--- config.mk ---
export PLATFORM = sky130hd
export DESIGN_NAME = im_arbiter
export DESIGN_NICKNAME = d
export VERILOG_FILES = /design/src/rtl/im_arbiter.sv
export SDC_FILE = /design/constraint.sdc
export NUM_CORES = 1
export LEC_CHECK = 0
export BUFFER_PORTS_ARGS = -buffer_cell sky130_fd_sc_hd__buf_2
export CORE_ASPECT_RATIO = 0.7
export CORE_MARGIN = 4
export CORE_UTILIZATION = 38
export DETAILED_ROUTE_END_ITERATION = 6
export GPL_ROUTABILITY_DRIVEN = 0
export PLACE_DENSITY = 0.64
export SLEW_MARGIN = 5
export SYNTH_ARGS = -nofsm -noshare
export SYNTH_HDL_FRONTEND = slang
export SYNTH_SLANG_ARGS = --single-unit
--- constraint.sdc ---
create_clock -name clk -period 2 [get_ports clk]
set_clock_uncertainty 0.2 [all_clocks]
set_input_delay 0.4 -clock clk [delete_from_list [all_inputs] [get_ports clk]]
set_output_delay 0.4 -clock clk [all_outputs]
set_load 0.05 [all_outputs]
--- src/rtl/im_arbiter.sv ---
// Fixed-priority two-port arbiter in front of the single-read-port instruction memory.
// Fetch wins by default; a saturating starvation counter guarantees the debug port a slot.
module im_arbiter #(
  parameter int unsigned ADDR_W     = 12,
  parameter int unsigned DATA_W     = 32,
  parameter int unsigned STARVE_MAX = 4
) (
  input  logic              clk,
  input  logic              rst,
  input  logic              f_req,
  input  logic [ADDR_W-1:0] f_addr,
  output logic              f_gnt,
  output logic              f_valid,
  output logic [DATA_W-1:0] f_data,
  input  logic              d_req,
  input  logic [ADDR_W-1:0] d_addr,
  output logic              d_gnt,
  output logic              d_valid,
  output logic [DATA_W-1:0] d_data,
  output logic [ADDR_W-1:0] im_addr,
  input  logic [DATA_W-1:0] im_data
);

  localparam logic [3:0] StarveMax = 4'(STARVE_MAX);

  typedef enum logic [1:0] {
    OwnNone = 2'd0,
    OwnF    = 2'd1,
    OwnD    = 2'd2
  } own_e;

  own_e              own1_q, own1_d;
  logic [3:0]        starve_q, starve_d;
  logic [ADDR_W-1:0] sel_addr;

  always_comb begin
    d_gnt = !rst && d_req && (!f_req || (starve_q == StarveMax));
    f_gnt = !rst && f_req && !d_gnt;
  end

  always_comb begin
    starve_d = starve_q;
    if (d_gnt || !d_req) begin
      starve_d = 4'd0;
    end else if (f_gnt && (starve_q != StarveMax)) begin
      starve_d = starve_q + 4'd1;
    end
  end

  always_comb begin
    own1_d = OwnNone;
    if (f_gnt) begin
      own1_d = OwnF;
    end else if (d_gnt) begin
      own1_d = OwnD;
    end
  end

  assign sel_addr = d_gnt ? d_addr : f_addr;

  always_ff @(posedge clk) begin
    if (rst) begin
      starve_q <= 4'd0;
      own1_q   <= OwnNone;
      im_addr  <= '0;
    end else begin
      starve_q <= starve_d;
      own1_q   <= own1_d;
      // Misaligned requests are silently word-aligned.
      if (f_gnt || d_gnt) begin
        im_addr <= sel_addr & ~ADDR_W'(3);
      end
    end
  end

  always_ff @(posedge clk) begin
    if (rst) begin
      f_valid <= 1'b0;
      d_valid <= 1'b0;
      f_data  <= '0;
      d_data  <= '0;
    end else begin
      f_valid <= (own1_q == OwnF);
      d_valid <= (own1_q == OwnD);
      if (own1_q == OwnF) begin
        f_data <= im_data;
      end
      if (own1_q == OwnD) begin
        d_data <= im_data;
      end
    end
  end

endmodule

; Yosys cells after proc, flatten, opt, wreduce, memory -nomap -nowiden
; Cells that the tools add are included.
[totals]
out_inout_bits = 80
wordCells = 30
input_bits = 60
register_bits = 82
[op_classes]
muxes = 3
n_eq_ne = 4
n_addsub = 1
n_reduce_logical = 14
[ops]
columns = cell, count
row1 = 2-to-1 mux 12 bit, 1
row2 = logical AND 1 bit, 5
row3 = "adder 4 x 1 -> 4 bit, second input constant", 1
row4 = "equality test 4 x 3 -> 1 bit, second input constant", 1
row5 = logical NOT 1 bit, 4
row6 = "!= test 4 x 3 -> 1 bit, second input constant", 1
row7 = OR reduction 2 bit, 2
row8 = logical OR 1 bit, 3
row9 = "equality test 2 x 1 -> 1 bit, second input constant", 1
row10 = "equality test 2 bit, second input constant", 1
row11 = 2-to-1 mux 2 bit, 1
row12 = 2-to-1 mux 1 bit, 1

; Longest topological paths before layout
; Gate-level depths: netlist of the first run.
[logic_depth]
word_depth = 6
ltp_mapped = 6

; Least setup slack after synthesis of the first run
; No wires, ideal clock.
[synth_path]
path_type = reg-to-output
startpoint = register starve_q[0]
endpoint = output f_gnt
stages_incl_launch_ff = 6
path_slack_ns = -0.361
t_required_ns = 1.400
path_buffers = 1
arrival_time_ns = 1.761
cell_sequence = dfxtp_1 inv_1 ha_1 and3b_1 buf_2 a21oi_1
[synth_between]
elab_chain_cells = 5
[synth_rtl]
columns = element, line
row1 = start: declaration, 33  ; logic [3:0] starve_q, starve_d;
row2 = start signal: assignment, 67  ; starve_q <= starve_d;
row3 = equality test 4 x 3 -> 1 bit, 37  ; d_gnt = !rst && d_req && (!f_req || (starve_q == StarveMax));
row4 = logical OR 1 bit, 37
row5 = logical AND 1 bit, 37
row6 = logical NOT 1 bit, 38  ; f_gnt = !rst && f_req && !d_gnt;
row7 = logical AND 1 bit, 38
row8 = end: declaration, 12  ; output logic f_gnt,
; No other way between the ends.

; Final worst setup path of the first run
; Ends and elaborated chain as after synthesis.

==> impl_metrics.env, run 1 <==
export IMPL_r2r_slack_ns=0.13
export IMPL_fillerInstances=818
export IMPL_crit_fanout=3
export IMPL_die_area_um2=10200
export IMPL_synth_edf_count=0
export IMPL_wl_per_cell_um=13.6
export IMPL_antenna_found_initial=0
export IMPL_drive_gt1_share_pct=35.3
export IMPL_syn_inst=398
export IMPL_finalHoldWorstSlack_ns=0.116
export IMPL_core_area_um2=8440
export IMPL_fin_nets=589
export IMPL_grt_pass1_wl_um=14200
export IMPL_die_w_um=119
export IMPL_setup_viol=0
export IMPL_cts_tree="yes"
export IMPL_synth_cell_types=28
export IMPL_firstDrtPassIters=4
export IMPL_place_detailed_hpwl_um=6240
export IMPL_port_buffers=133
export IMPL_wirelength_um=8860
export IMPL_area_growth_syn_to_layout_pct=34.5
export IMPL_fin_ws_ns=0.0145
export IMPL_max_stage_delay_ns=0.34
export IMPL_cts_buffer_depth=2
export IMPL_insertion_delay_ns=0.33
export IMPL_grt_start_max_net_pins=34
export IMPL_yosysMostFrequentCell="nand2_1"
export IMPL_fmax_mhz=504
export IMPL_htree_num_levels=3
export IMPL_drcViolationCount=0
export IMPL_power_density_nw_per_um2=930
export IMPL_netlist_area_leader_share_pct=50.0
export IMPL_synth_flop_cell="dfxtp_1"
export IMPL_root_buffer="clkbuf_16"
export IMPL_avgSynthCellArea_um2=8.25
export IMPL_grt_overflow=0
export IMPL_start_util_pct=38.9
export IMPL_critPathCaptureType="output port"
export IMPL_hold_buffers=0
export IMPL_worstPathRequired_ns=1.40
export IMPL_peakVddDrop_mv=0.589
export IMPL_setup_tns_ns=0
export IMPL_cp_start_kind="flip-flop"
export IMPL_synthArstFlopShare_pct=0
export IMPL_report_final_slew_viol_count=0
export IMPL_cts_inserted_buffers=9
export IMPL_synth_warnings=0
export IMPL_antennaDiodeCount=0
export IMPL_synthTopCellsByArea="dfxtp_1 (50%), nand2_1 (16%), a21oi_1 (12%), o41ai_2 (4.0%), buf_2 (3.0%)"
export IMPL_yosysTopAreaCell="dfxtp_1"
export IMPL_rsz0062_at_grt="yes"
export IMPL_min_path_type="in2reg"
export IMPL_status="finished, final reports clean"
export IMPL_grt_use_total_pct=17.4
export IMPL_drt_initial_drc_count=134
export IMPL_syn_cell_area_um2=3280
export IMPL_ant_nets=0
export IMPL_critical_path_class="reg2out"
export IMPL_ys_seq_area_share_pct=50.0
export IMPL_cts_num_sinks=82
export IMPL_hold_viol=0
export IMPL_path_cells="inv_2 -> ha_4 -> and3b_2 -> a21oi_2 -> buf_6"
export IMPL_chipHeight_um=85.8
export IMPL_rows=28
export IMPL_ys_seq_elements=82
export IMPL_grt_pass1_vias=2927
export IMPL_ios=140
export IMPL_via_count=3099
export IMPL_final_util_pct=52.3
export IMPL_synthTopCellsByCount="nand2_1 (138), dfxtp_1 (82), a21oi_1 (78)"
export IMPL_min_period_ns=1.99
export IMPL_dp_slack_ns=0.122
export IMPL_maxCapViolCount=0
export IMPL_critPathSlowestCell="dfxtp_2"
export IMPL_vias_per_cell=4.75
export IMPL_fin_crit_sh_pct=99.3
export IMPL_clkTransAtPathRegs_ns=0.06
export IMPL_arrival_ns=1.39
export IMPL_leakagePower_nw=1.96
sequential cells by signal, indices dropped and copies added, names as in the netlist:
name      count
d_data       32
d_valid       1
f_data       32
f_valid       1
im_addr      10
own1_q        2
starve_q      4
worst max-delay path, delay by kind of cell, from the launching register on:
kind	cells	cell delay, ns
fa+ha+maj	1	0.15
buf+inv	2	0.22
compound gates	1	0.15
simple gates	1	0.20
flops	1	0.34
routing by layer:
metal	routed length, um	GRT usage (%)	part of all wire [%]	vias up
li1	-	-	-	1581
met2	4000	27.9	45	93
met3	692	6.46	7.8	15
met5	0	0	0	-
met4	172	7.05	1.9	0
met1	3990	21.4	45	1410
what timing repair did:
item | CTS | global route
resized for setup | 8 | 3
buffers inserted | 4 | 2
pin swaps | 3 | 0
setup endpoints to repair | 2 | 2
placed cells by master, fill, tap and decap left out, drive strengths merged, types with 2 or more instances in the layout:
cell type  instances
conb               2
nand2            138
nor3b             10
inv                3
a21oi             79
and2b              4
clkinv             2
dfxtp             82
nor2b              8
bufinv             2
buf              151
o41ai             10
nand2b             4
nor2               5
ha                 2
clkbuf            11
a211oi            10
path summary, 6_finish.rpt:
check             depth (start not counted)                  endpoint                      from
setup / recovery                          5                     f_gnt  starve_q[0]$_SDFFE_PP0P_
hold / removal                            3   d_data[18]$_SDFFE_PP0P_               im_data[18]
setup reg to reg                          7  starve_q[3]$_SDFFE_PP0P_  starve_q[0]$_SDFFE_PP0P_
hold reg to reg                           2  im_addr[10]$_SDFFE_PP0P_  im_addr[10]$_SDFFE_PP0P_
power breakdown:
group | switching (mW) | internal (mW)
Clock | 0.630 | 1.12
Sequential | 0.0333 | 1.70
Combinational | 0.447 | 0.171
stage by stage:
stage               power, mW  std cells  instance area [um^2]
floorplan                2.21        399                  3290
global placement         2.38        630                  4020
detailed placement       2.39        630                  4020
CTS                      4.17        650                  4400
global route             4.29        652                  4420
finish                   4.11        652                  4420
final cells by class:
type	count	area [um^2]	share of cell area, %
sequential	82	1640	37.2
multi-input combinational	280	1480	33.4
timing repair buffer	151	813	18.4
clock buffer	11	243	5.50
tap	120	150	3.40
clock inverter	5	77.6	1.76
inverter	3	11.3	0.255
logic make-up after synthesis:
| family | Yosys count | synth area share, % |
|---|---|---|
| simple gates | 175 | 23.8 |
| compound gates | 100 | 19.1 |
| flops | 82 | 50.0 |
| buf+inv | 37 | 5.91 |
| fa+ha+maj | 2 | 0.762 |
| xor+xnor | 1 | 0.267 |
| other cells | 1 | 0.114 |
No activity file was read; power rests on OpenSTA's default activity.
==> inputs of run 2 (changes only) <==
==> constraint.sdc (replaced) <==
create_clock -name clk -period 2.05 [get_ports clk]
set_clock_uncertainty 0.2 [all_clocks]
set_input_delay 0.3075 -clock clk [delete_from_list [all_inputs] [get_ports clk]]
set_output_delay 0.3075 -clock clk [all_outputs]
set_load 0.05 [all_outputs]
==> run 2 against run 1 <==
Via count grew 0.68%. Non-clock buffer count shrank 6. Routed wire length shrank 0.14%. Worst hold slack lost 0.090 ns. Sequential power shrank 2%. Register-to-register slack gained 0.14 ns. Critical endpoint unchanged.
==> impl_metrics.env, run 2 (synthesized netlist as in run 1, its figures left out) <==
export IMPL_mostFrequentLayoutCells="nand2_1 (138), buf_2 (131), dfxtp_1 (81), a21oi_1 (76), buf_4 (12)"
export IMPL_peakVddDrop_mv=0.562
export IMPL_maxCapViolCount=0
export IMPL_cts_inserted_buffers=9
export IMPL_drive_gt1_share_pct=33.7
export IMPL_via_count=3120
export IMPL_fin_crit_sh_pct=96.6
export IMPL_drcViolationCount=0
export IMPL_critPathCaptureType="output port"
export IMPL_regArea_um2=1640
export IMPL_antennaDiodeCount=0
export IMPL_worstPathRequired_ns=1.54
export IMPL_start_util_pct=38.9
export IMPL_cp_start_kind="flip-flop"
export IMPL_fin_nets=583
export IMPL_power_density_nw_per_um2=888
export IMPL_cts_num_sinks=82
export IMPL_grt_use_total_pct=17.7
export IMPL_place_detailed_hpwl_um=6250
export IMPL_root_buffer="clkbuf_16"
export IMPL_cts_tree="yes"
export IMPL_wirelength_um=8850
export IMPL_p_total_mw=3.83
export IMPL_min_period_ns=1.98
export IMPL_core_area_um2=8440
export IMPL_fmax_mhz=505
export IMPL_grt_start_max_net_pins=34
export IMPL_die_w_um=119
export IMPL_status="finished, final reports clean"
export IMPL_grt_pass1_vias=2991
export IMPL_multiInputGateArea_um2=1460
export IMPL_drt_initial_drc_count=130
export IMPL_cts_buffer_depth=2
export IMPL_reg_largest_list="d_data x32, f_data x32, im_addr x10"
export IMPL_setup_viol=0
export IMPL_hold_viol=0
export IMPL_die_area_um2=10200
export IMPL_crit_fanout=4
export IMPL_rsz0062_at_grt="yes"
export IMPL_final_util_pct=51.1
export IMPL_chipHeight_um=85.8
export IMPL_port_buffers=133
export IMPL_final_cells=646
export IMPL_hold_buffers=0
export IMPL_clkTransAtPathRegs_ns=0.06
export IMPL_path_cells="inv_1 -> ha_1 -> and3b_1 -> a21oi_2 -> buf_6"
export IMPL_antenna_found_initial=0
export IMPL_crit_family="flip-flops"
export IMPL_ios=140
export IMPL_path_buf_inv=2
export IMPL_report_final_slew_viol_count=0
export IMPL_design_area_um2=4320
export IMPL_max_stage_delay_ns=0.35
export IMPL_grt_overflow=0
export IMPL_critPathSlowestCell="dfxtp_2"
export IMPL_dpl_cell_area_um2=4010
export IMPL_critical_path_class="reg2out"
export IMPL_area_growth_syn_to_layout_pct=31.6
export IMPL_finalHoldWorstSlack_ns=0.0264
export IMPL_fillerInstances=837
export IMPL_leakagePower_nw=1.91
export IMPL_min_path_type="in2reg"
export IMPL_grt_pass1_wl_um=14700
export IMPL_rows=28
export IMPL_holdCritStartpoint="im_data[18]"
export IMPL_wl_per_cell_um=13.7
export IMPL_firstDrtPassIters=4
export IMPL_final_common_cell="nand2_1"
export IMPL_dp_cells=629
export IMPL_vias_per_cell=4.83
export IMPL_r2r_start="starve_q[0]$_SDFFE_PP0P_"
export IMPL_htree_num_levels=3
export IMPL_arrival_ns=1.47
export IMPL_timing_critical_path_from="starve_q[0]$_SDFFE_PP0P_"
export IMPL_insertion_delay_ns=0.33
export IMPL_ant_nets=0
run 2: changes by cell type in the layout (fill, tap and decap cells not counted):
cell and change:
and3b_2 -1, clkbuf_4 +1, and3b_1 +1, ha_4 -1, dfxtp_2 -1, dfxtp_1 +1
bufinv_16 -1, clkinv_2 +2, inv_1 +2, clkbuf_8 -1, buf_6 -1, ha_1 +1
buf_4 -6, inv_2 -2
run 2: power breakdown:
part | internal, mW | switching (mW) | total, mW
sequential | 1.66 | 0.0335 | 1.70
clock | 0.934 | 0.609 | 1.54
combinational | 0.160 | 0.433 | 0.594
total | 2.76 | 1.08 | 3.83
run 2: area by class of cell:
class	count	area share (%)
clock buffer	10	5.30
clock inverter	6	1.33
inverter	3	0.261
multi-input combinational	280	33.9
sequential	82	38.0
tap	120	3.48
timing repair buffer	145	17.7
run 2: final timing paths:
check,endpoint,slack [ns],cells after the start
max,f_gnt,0.07,5
min,d_data[18]$_SDFFE_PP0P_,0.03,3
max reg2reg,im_addr[8]$_SDFFE_PP0P_,0.27,7
min reg2reg,starve_q[0]$_SDFFE_PP0P_,0.25,1
run 2: worst reg2reg max path: cells and delay by family, from the launching register on:
kind / cells / cell delay (ns)
AOI/OAI and AO/OA: 2 / 0.41
adders and majority gates: 1 / 0.21
buffers and inverters: 3 / 0.38
DFF: 1 / 0.35
and+or+nand+nor: 1 / 0.13
run 2: repair_timing:
action | 4_1_cts | 5_1_grt
resized for setup | 3 | 1
pin swaps | 0 | 1
buffers inserted | 1 | 0
setup endpoints to repair | 2 | 2
run 2: per-layer routing:
metal / part of all wire, % / global-route usage [%]
met5: 0 / 0
met4: 1.4 / 5.36
met1: 47 / 23.2
met3: 7.4 / 6.86
met2: 45 / 27.3
run 2: through the flow:
step / TNS (ns) / setup slack, ns
2_1_floorplan: 0 / 0.0899
3_3_place_gp: 0 / 0.267
3_5_place_dp: 0 / 0.199
4_1_cts: 0 / 0.0298
5_1_grt: -0.0254 / -0.0254
6_report: 0 / 0.0688
==> inputs of run 3 (changes only) <==
--- a/config.mk
+++ b/config.mk
@@ -12,6 +12,7 @@
 export DETAILED_ROUTE_END_ITERATION = 6
 export GPL_ROUTABILITY_DRIVEN = 0
 export PLACE_DENSITY = 0.64
+export SETUP_SLACK_MARGIN = 0.5
 export SLEW_MARGIN = 5
 export SYNTH_ARGS = -nofsm -noshare
 export SYNTH_HDL_FRONTEND = slang
==> run 3 against run 2 <==
Sequential share of layout area shrank 2.7 points. Clock power grew 20%. Utilization grew 3.9 points. Power grew 8.9%.
==> impl_metrics.env, run 3 (synthesized netlist as in run 1, its figures left out) <==
export IMPL_status="finished, final reports clean"
export IMPL_min_path_type="in2reg"
export IMPL_area_growth_syn_to_layout_pct=41.6
export IMPL_grt_pass1_vias=3027
export IMPL_antenna_found_initial=0
export IMPL_final_common_cell="nand2_1"
export IMPL_ant_nets=0
export IMPL_timing_critical_path_from="starve_q[1]$_SDFFE_PP0P_"
export IMPL_cts_tree="yes"
export IMPL_maxCapViolCount=0
export IMPL_drcViolationCount=0
export IMPL_fin_crit_sh_pct=90.8
export IMPL_max_stage_delay_ns=0.33
export IMPL_port_buffers=133
export IMPL_hold_viol=0
export IMPL_grt_overflow=0
export IMPL_holdCritStartpoint="im_data[21]"
export IMPL_fin_nets=589
export IMPL_place_detailed_hpwl_um=6130
export IMPL_power_density_nw_per_um2=898
export IMPL_rsz0062_at_grt="yes"
export IMPL_die_area_um2=10200
export IMPL_final_util_pct=55.1
export IMPL_htree_num_levels=3
export IMPL_r2r_start="starve_q[1]$_SDFFE_PP0P_"
export IMPL_ios=140
export IMPL_path_cells="inv_2 -> ha_4 -> and3b_4 -> a21oi_4 -> buf_6"
export IMPL_worstSetupEndpoint="f_gnt"
export IMPL_crit_fanout=3
export IMPL_hold_buffers=0
export IMPL_via_count=3109
export IMPL_relSlewSlack_pct=65.7
export IMPL_critPathCaptureType="output port"
export IMPL_insertion_delay_ns=0.33
export IMPL_core_area_um2=8440
export IMPL_leakagePower_nw=2.03
export IMPL_cts_buffer_depth=2
export IMPL_die_w_um=119
export IMPL_reg_largest_list="d_data x32, f_data x32, im_addr x10"
export IMPL_r2r_slack_ns=0.29
export IMPL_grt_start_max_net_pins=48
export IMPL_grt_pass1_wl_um=14700
export IMPL_peakVddDrop_mv=0.545
export IMPL_fmax_mhz=537
export IMPL_report_final_slew_viol_count=0
export IMPL_mostFrequentLayoutCells="nand2_1 (138), buf_2 (131), dfxtp_1 (80), a21oi_1 (76), buf_4 (15)"
export IMPL_antennaDiodeCount=0
export IMPL_start_util_pct=38.9
export IMPL_rows=28
export IMPL_drt_initial_drc_count=167
export IMPL_vias_per_cell=4.77
export IMPL_cts_inserted_buffers=9
export IMPL_critical_path_class="reg2out"
export IMPL_setup_viol=0
export IMPL_wl_per_cell_um=14.0
export IMPL_drive_gt1_share_pct=39.1
export IMPL_arrival_ns=1.35
export IMPL_grt_use_total_pct=17.9
export IMPL_critPathSlowestCell="dfxtp_2"
export IMPL_cts_num_sinks=82
export IMPL_worstMarginPinSlew_ns=0.513
export IMPL_reg2reg_depth=7
export IMPL_worstPathRequired_ns=1.54
export IMPL_r2r_end="starve_q[3]$_SDFFE_PP0P_"
export IMPL_min_period_ns=1.86
export IMPL_clkTransAtPathRegs_ns=0.06
export IMPL_wirelength_um=9130
export IMPL_final_cells=652
export IMPL_chipHeight_um=85.8
export IMPL_firstDrtPassIters=4
export IMPL_setup_tns_ns=0
export IMPL_cp_start_kind="flip-flop"
export IMPL_dp_cells=628
export IMPL_root_buffer="clkbuf_16"
run 3: changes by cell type in the layout (fill, tap and decap cells not counted), moves of 3 or more:
cell	before	now
clkinv_2	4	0
a211oi_2	0	5
a211oi_1	10	5
clkinv_4	0	3
nor3b_1	10	0
buf_4	12	15
nor3b_4	0	8
run 3: power breakdown:
group | switching (mW) | internal (mW) | total (mW)
registers | 0.0334 | 1.66 | 1.70
logic | 0.449 | 0.179 | 0.627
clock network | 0.652 | 1.20 | 1.85
run 3: routing by layer:
metal	track usage (%)	part of all wire, %
met5	0	0
met4	7.05	1.2
met3	6.33	7.6
met2	28.7	46
met1	22.3	45
run 3: worst max-delay path, delay by kind of cell (launching register included):
family                   cells  cell delay (ns)
AO/OA/AOI/OAI                1             0.14
adder cells (fa/ha/maj)      1             0.15
buffers and inverters        2             0.21
flip-flops                   1             0.33
AND/OR/NAND/NOR              1             0.19
run 3: timing repair:
| item | in CTS | in global routing |
|---|---|---|
| buffers inserted | 4 | 3 |
| setup endpoints to repair | 16 | 17 |
| pin swaps | 6 | 5 |
| gates cloned | 1 | 0 |
| gates resized for setup | 26 | 8 |
| endpoints found under the hold margin | 0 | 0 |
run 3: layout make-up:
cell class	count	area [um^2]
fillers	786	3790
clock inverters	7	125
flip-flops and latches	82	1640
inverters	3	11.3
multi-input cells	280	1630
clock buffers	9	225
well taps	120	150
repair buffers	151	858
run 3: worst min path at each step:
stage          cells past startpoint  slack [ns]                  endpoint
3_5_place_dp                       2        0.24  im_addr[11]$_SDFFE_PP0P_
3_3_place_gp                       1        0.23  starve_q[0]$_SDFFE_PP0P_
2_1_floorplan                      1        0.22  starve_q[0]$_SDFFE_PP0P_
5_1_grt                            3        0.01   f_data[22]$_SDFFE_PP0P_
4_1_cts                            3       0.005   d_data[21]$_SDFFE_PP0P_
6_report                           3        0.02   d_data[21]$_SDFFE_PP0P_
run 3: through the flow:
stage	hold WS, ns	area [um^2]	power (mW)	setup slack, ns
floorplan	0.218	3340	2.16	0.354
global placement	0.228	4040	2.32	0.294
detailed placement	0.237	4040	2.33	0.280
CTS	0.00459	4570	4.22	0.200
global route	0.0142	4650	4.35	0.148
finish	0.0159	4650	4.18	0.189
